===== src/rtl/uart_rx_pkg.sv =====
// Shared UART definitions: the bit time, the data width and the receiver state encodings.
// Latency: none, because this file holds constants and a pure function only.
// Backpressure: not applicable. The transmitter takes its bit time from here so both ends agree.
package uart_rx_pkg;

    // Default bit time is 921600 baud from a 50 MHz clock.
    localparam int UART_CLKS_PER_BIT = 'd54;
    localparam int UART_DATA_BITS    = 8;

    // Receiver states. These are plain 3-bit constants so older code that compares raw values keeps working.
    localparam logic [2:0] RX_IDLE  = 3'd0;
    localparam logic [2:0] RX_START = 3'd1;
    localparam logic [2:0] RX_DATA  = 3'd2;
    localparam logic [2:0] RX_STOP  = 3'd3;
    localparam logic [2:0] RX_BREAK = 3'd4;

    // 2-of-3 vote, used when the line is majority filtered.
    function automatic logic maj3(input logic a, input logic b, input logic c);
        return (a & b) | (a & c) | (b & c);
    endfunction

endpackage


===== src/rtl/counter.sv =====
// Free-running up counter. It wraps to 0 after FINAL_VAL and has a synchronous clear.
// Latency: the count and the last flag are registered and change on the clk edge after clr or en.
// Backpressure: none; the en input pauses the count.
module counter #(
    parameter int W         = 9,
    parameter int FINAL_VAL = 53
) (
    input  logic         clk,
    input  logic         rst,
    input  logic         clr,
    input  logic         en,
    output logic [W-1:0] cnt,
    output logic         last
);

    localparam logic [W-1:0] FINAL_W = W'(FINAL_VAL);

    // Count up. Wrap after the final value. Clear has priority so callers can realign the count at any time.
    always_ff @(posedge clk or posedge rst) begin
        if (rst) begin
            cnt <= '0;
        end else if (clr) begin
            cnt <= '0;
        end else if (en) begin
            if (cnt == FINAL_W) begin
                cnt <= '0;
            end else begin
                cnt <= cnt + W'(1);
            end
        end
    end

    assign last = (cnt == FINAL_W);

endmodule


===== src/rtl/sync_ff.sv =====
// Multi-flop synchroniser for one asynchronous input. The flops reset to 1, the idle level of a serial line.
// Latency: STAGES clk cycles from pin to q.
// Backpressure: none; it samples every cycle.
module sync_ff #(
    parameter int STAGES = 2
) (
    input  logic clk,
    input  logic rst,
    input  logic d,
    output logic q
);

    logic [STAGES-1:0] chain;

    // Shift the raw input through the flop chain. The oldest value exits at the top.
    always_ff @(posedge clk or posedge rst) begin
        if (rst) begin
            chain <= '1;
        end else begin
            chain <= {chain[STAGES-2:0], d};
        end
    end

    assign q = chain[STAGES-1];

endmodule


===== src/rtl/uart_rx.sv =====
// 8N1 UART receiver, LSB first, sampling at mid-bit. Define UART_RX_MAJORITY_EN to use a 2-of-3 majority vote per sample.
// Latency: rx_valid rises 1 cycle after the stop-bit sample, about SYNC_STAGES + 9.5*CLKS_PER_BIT cycles after the start edge (+1 with majority).
// Backpressure: none. rx_valid and frame_err are single-cycle strobes and the consumer must capture rx_byte at once.
module uart_rx
    import uart_rx_pkg::*;
#(
    parameter int CLKS_PER_BIT = UART_CLKS_PER_BIT,
    parameter int CNT_W        = 9,
    parameter int SYNC_STAGES  = 2
) (
    input  logic       clk,
    input  logic       rst,
    input  logic       rs232_rxd,
    output logic [7:0] rx_byte,
    output logic       rx_valid,
    output logic       frame_err,
    output logic       busy
);

    // MID is half a bit after the start edge. FULL is the last count of one whole bit.
    localparam logic [CNT_W-1:0] MID      = CNT_W'(CLKS_PER_BIT / 2 - 1);
    localparam logic [2:0]       LAST_BIT = 3'(UART_DATA_BITS - 1);

    logic             rxd_s;
    logic             line;
    logic [2:0]       state;
    logic [2:0]       state_nxt;
    logic [CNT_W-1:0] cnt;
    logic             cnt_last;
    logic             state_chg;
    logic [2:0]       bit_idx;
    logic [7:0]       shift;

    sync_ff #(
        .STAGES (SYNC_STAGES)
    ) u_sync (
        .clk (clk),
        .rst (rst),
        .d   (rs232_rxd),
        .q   (rxd_s)
    );

`ifdef UART_RX_MAJORITY_EN
    // The filtered line votes over the current synchronised sample and the two samples before it.
    // Each decision is therefore centred one cycle earlier than the cycle in which it is made,
    // so every event moves one cycle later without changing the bit timing.
    logic rxd_d1;
    logic rxd_d2;

    // Keep two older samples of the synchronised line for the vote.
    always_ff @(posedge clk or posedge rst) begin
        if (rst) begin
            rxd_d1 <= 1'b1;
            rxd_d2 <= 1'b1;
        end else begin
            rxd_d1 <= rxd_s;
            rxd_d2 <= rxd_d1;
        end
    end

    assign line = maj3(rxd_s, rxd_d1, rxd_d2);
`else
    // Without majority, the decisions use the synchronised line directly.
    assign line = rxd_s;
`endif

    // The bit timer clears on every state change. START begins on the first low cycle, so the MID
    // sample falls in the centre of the start bit. From then on each FULL wrap lands on a bit centre.
    assign state_chg = (state_nxt != state);

    counter #(
        .W         (CNT_W),
        .FINAL_VAL (CLKS_PER_BIT - 1)
    ) u_timer (
        .clk  (clk),
        .rst  (rst),
        .clr  (state_chg),
        .en   (1'b1),
        .cnt  (cnt),
        .last (cnt_last)
    );

    // Next-state decision for the frame sequencer.
    always_comb begin
        state_nxt = state;
        case (state)
            RX_IDLE: begin
                if (!line) begin
                    state_nxt = RX_START;
                end
            end
            RX_START: begin
                // A start bit that is high again at its centre was a glitch.
                if (cnt == MID) begin
                    state_nxt = line ? RX_IDLE : RX_DATA;
                end
            end
            RX_DATA: begin
                if (cnt_last && (bit_idx == LAST_BIT)) begin
                    state_nxt = RX_STOP;
                end
            end
            RX_STOP: begin
                if (cnt_last) begin
                    state_nxt = line ? RX_IDLE : RX_BREAK;
                end
            end
            RX_BREAK: begin
                // Stay here until the line is released, so a held-low line reports one error only.
                if (line) begin
                    state_nxt = RX_IDLE;
                end
            end
            default: state_nxt = RX_IDLE;
        endcase
    end

    // State register.
    always_ff @(posedge clk or posedge rst) begin
        if (rst) begin
            state <= RX_IDLE;
        end else begin
            state <= state_nxt;
        end
    end

    // Shift the data bits in LSB first at each bit centre.
    always_ff @(posedge clk or posedge rst) begin
        if (rst) begin
            bit_idx <= 3'd0;
            shift   <= 8'd0;
        end else begin
            if ((state == RX_START) && (state_nxt == RX_DATA)) begin
                bit_idx <= 3'd0;
            end else if ((state == RX_DATA) && cnt_last) begin
                shift[bit_idx] <= line;
                bit_idx        <= bit_idx + 3'd1;
            end
        end
    end

    // Check the stop bit. A good stop bit publishes the byte; a low stop bit raises the error strobe only.
    always_ff @(posedge clk or posedge rst) begin
        if (rst) begin
            rx_byte   <= 8'd0;
            rx_valid  <= 1'b0;
            frame_err <= 1'b0;
        end else begin
            rx_valid  <= 1'b0;
            frame_err <= 1'b0;
            if ((state == RX_STOP) && cnt_last) begin
                if (line) begin
                    rx_byte  <= shift;
                    rx_valid <= 1'b1;
                end else begin
                    frame_err <= 1'b1;
                end
            end
        end
    end

    assign busy = (state != RX_IDLE);

endmodule

===== config.mk =====
export PLATFORM = sky130hd
export DESIGN_NAME = uart_rx
export DESIGN_NICKNAME = d
export VERILOG_FILES = /design/src/rtl/uart_rx_pkg.sv /design/src/rtl/counter.sv /design/src/rtl/sync_ff.sv /design/src/rtl/uart_rx.sv
export SDC_FILE = /design/constraint.sdc
export NUM_CORES = 1
export LEC_CHECK = 0
export CORE_UTILIZATION = 60
export DETAILED_ROUTE_END_ITERATION = 7
export GPL_ROUTABILITY_DRIVEN = 1
export GPL_TIMING_DRIVEN = 0
export PLACE_DENSITY = 0.82
export SLEW_MARGIN = 20
export SYNTH_ARGS = -nofsm -noshare
export SYNTH_HDL_FRONTEND = slang
export SYNTH_SLANG_ARGS = --single-unit

===== constraint.sdc =====
create_clock -name clk -period 5.85 [get_ports clk]
set_clock_uncertainty 0.05 [all_clocks]
set_input_delay 0.8775 -clock clk [delete_from_list [all_inputs] [get_ports clk]]
set_output_delay 0.8775 -clock clk [all_outputs]
set_load 0.1 [all_outputs]

==> impl_summary.log <==
INFO  metric power.static_leakage = 0.915 nW
INFO  metric crit_path_end_kind = output pin
INFO  metric fmaxAchievable = 312 MHz
INFO  metric synth.top_cell.area_share = 49.1%
INFO  metric dp_slack = 3.01 ns
INFO  metric finalWirelength = 2.75 mm
INFO  metric grt_first_pass_wirelength = 4.62 mm
INFO  metric grt_use_total = 22.6%
INFO  metric grt_max_degree = 36
INFO  metric detailedPlacementHpwl = 1.92 mm
INFO  metric htreeDepth = 2
INFO  metric critPathArrivalTime = 2.28 ns
INFO  metric vias = 1107
INFO  metric io_buffers = 13
INFO  metric nFillCells = 175
INFO  metric cts.sinks = 35
INFO  metric placementRows = 18
INFO  metric finalWorstPathRequiredPeriod = 3.20 ns
INFO  metric timing.final.ws_setup = 2.65 ns
INFO  metric cts_setup_buffers = 0
INFO  metric synthesis.area = 1680 um^2
INFO  metric syn2layout_area_growth = 12.9%
INFO  metric yosysWarnings = 0
INFO  metric drt_first_pass_iters = 4
INFO  metric finish.instance_area = 1900 um^2
INFO  metric route.detailed.vias_per_inst = 5.74
INFO  metric floorplan.core_area = 2570 um^2
INFO  metric cts_root_buffer = sky130_fd_sc_hd__clkbuf_4
INFO  metric grt_antenna_before_repair = 0
INFO  metric drcViolationCount = 0
INFO  metric cts-buffers-inserted = 5
INFO  metric most_frequent_cells_in_the_layout = sky130_fd_sc_hd__dfrtp_1, sky130_fd_sc_hd__nor2_1, sky130_fd_sc_hd__mux2_2, sky130_fd_sc_hd__clkdlybuf4s50_1, sky130_fd_sc_hd__nand2_1
INFO  metric worst_skew_pair.late_latency = 0.34 ns
INFO  metric synth_enable_flop_cells = 0
INFO  metric worst_hold_class = register to register
INFO  metric crit_fanout = 10
INFO  metric nNetsFinal = 170
INFO  metric design.die.area = 3020 um^2
INFO  metric drtIter0Drc = 13
INFO  metric min_period_over_period = 54.7%
INFO  metric slew_of_the_pin_with_the_lowest_slew_margin = 0.965 ns
INFO  metric post_cts_resized = 0
INFO  metric final_common_cell = sky130_fd_sc_hd__dfrtp_1
INFO  metric required = 4.92 ns
INFO  metric post-route-util = 74.0%
INFO  metric clk_pin_slew_worst_paths = 0.10 ns
INFO  metric grt_pass1_vias = 1046
INFO  metric drv.max_cap_violation_count = 0
INFO  metric netlist-cell-type-count = 42
INFO  metric starting_density = 65.5%
INFO  metric syn-instance-count = 142
INFO  metric ios = 14
INFO  metric cts.hold.buffers_added = 0
INFO  metric worst_slew_margin_rel = 35.5%
INFO  metric slew_violations = 0
INFO  metric setup_viol_count_final = 0
INFO  metric worst_r2r_path_depth = 8
INFO  metric chip_height = 54.9 um
INFO  metric detailed_place.area = 1850 um^2
INFO  metric power_density = 257 nW/um^2
INFO  metric drt.antenna.violating_nets = 0
INFO  metric grt_setup_unrepaired = no
INFO  metric synth_ff_type = sky130_fd_sc_hd__dfrtp_1
INFO  metric wire_per_inst = 14.2 um
INFO  metric yosysSeqAreaShare = 52.2%
INFO  metric synth_largest_area_cell = sky130_fd_sc_hd__dfrtp_1
INFO  metric gpl.final_weighted_congestion = 0.773
INFO  metric met2_usage = 34.3%
INFO  metric outcome = complete, no violations
INFO  metric postSynthAreaPerCell = 11.8 um^2
INFO  metric clockBufferDepth = 2
INFO  metric busiest_layer = met2
INFO  metric ys_ff_latch = 35
INFO  metric groute.layer.met3.usage = 7.38%
INFO  metric async_reset_ff_share = 100%
INFO  metric critical_path.slowest_cell = sky130_fd_sc_hd__clkdlybuf4s50_1
INFO  metric setup-tns-final = 0 ns
INFO  metric antenna_cells = 0
INFO  metric layout_cells_sized_above_1 = 20.9%
INFO  metric timing_worst_setup_path_type = register to output pin
INFO  metric synth.top_cells.by_area = sky130_fd_sc_hd__dfrtp_1, sky130_fd_sc_hd__mux2_2, sky130_fd_sc_hd__ha_1, sky130_fd_sc_hd__nor2_1, sky130_fd_sc_hd__dfstp_2
INFO  metric startpoint_type = register
INFO  metric final_hold_viol_count = 0
INFO  metric cts_tree = built
INFO  metric grt_remaining_overflow = 0
INFO  metric critical-path-max-stage-delay = 0.97 ns
INFO  metric irDropWorstVdd = 0.000205 V
INFO  metric mappedNetlistNets = 150
INFO  metric worstPathCellList = buf_2, or3_1, clkdlybuf4s50_1
INFO  metric min_delay_path_depth = 0
INFO  metric die_boundary_width = 54.9 um
INFO  metric gr-usage-met1 = 30.4%
[cells by family (layout without fill, tap and decap cells)]
| logic type | Yosys count | after routing | share of synthesized area [%] |
|---|---|---|---|
| XOR/XNOR | 7 | 7 | 3.65 |
| multiplexers | 17 | 17 | 11.4 |
| AO/OA/AOI/OAI | 13 | 13 | 6.25 |
| buffers and inverters | 11 | 32 | 2.90 |
| adder cells (fa/ha/maj) | 5 | 5 | 3.72 |
| AND/OR/NAND/NOR | 54 | 54 | 19.9 |
| flip-flops | 35 | 35 | 52.2 |
[sequential cells by signal, indices dropped and copies added (netlist names)]
signal and cells:
bit_idx 3, rx_byte 8, state 3, shift 8, rx_valid 1, frame_err 1, u_sync.chain 2, u_timer.cnt 9
[synthesized netlist by cell type, drive strengths merged (3+ instances only)]
cell and number:
nor3 5, xnor2 5, a22o 3, inv 5, dfrtp 33, nand3 3, mux2 17, buf 4
nor2 16, ha 5, nand2 7, and3 4
[where the power goes]
group,total [mW],switching [mW],internal [mW]
combinational,0.0826,0.0508,0.0317
clock,0.123,0.0764,0.0468
sequential,0.283,0.0221,0.261
total,0.489,0.149,0.340
[critical path, delay by kind of cell (launching register included)]
kind	cells	cell delay (ns)
AND/OR/NAND/NOR	1	0.36
flip-flops	1	0.42
buffers and inverters	2	1.16
[per-stage QoR]
step	instances	hold slack, ns	total power, mW
5_1_grt	193	0.314	0.518
4_1_cts	193	0.311	0.493
2_1_floorplan	142	0.295	0.351
6_report	193	0.310	0.489
3_5_place_dp	185	0.297	0.371
3_3_place_gp	185	0.297	0.366
[final timing paths]
check | startpoint | endpoint | slack (ns)
hold reg to reg | u_sync.chain[0] | u_sync.chain[1] | 0.31
setup reg to reg | u_timer.cnt[1] | shift[1] | 3.70
hold / removal | u_sync.chain[0] | u_sync.chain[1] | 0.31
min in group asynchronous | rst | shift[7] | 0.91
max in group asynchronous | rst | u_timer.cnt[2] | 4.40
setup / recovery | state[1] | busy | 2.65
[routing by layer]
layer	up-vias	part of all wire [%]
li1	541	-
met1	541	48
met2	21	47
met3	4	4.1
met4	0	0.98
met5	-	0
[layout make-up]
cell class                 count  area, um^2  share of cell area [%]
inverter                       5        18.8                   0.988
sequential                    35         878                    46.2
clock buffer                   7        45.0                    2.37
timing repair buffer          13         130                    6.85
buffer                         6        30.0                    1.58
multi-input combinational     96         754                    39.7
tap                           30        37.5                    1.98
clock inverter                 1        5.00                   0.264
(Power assumes the default switching activity.)
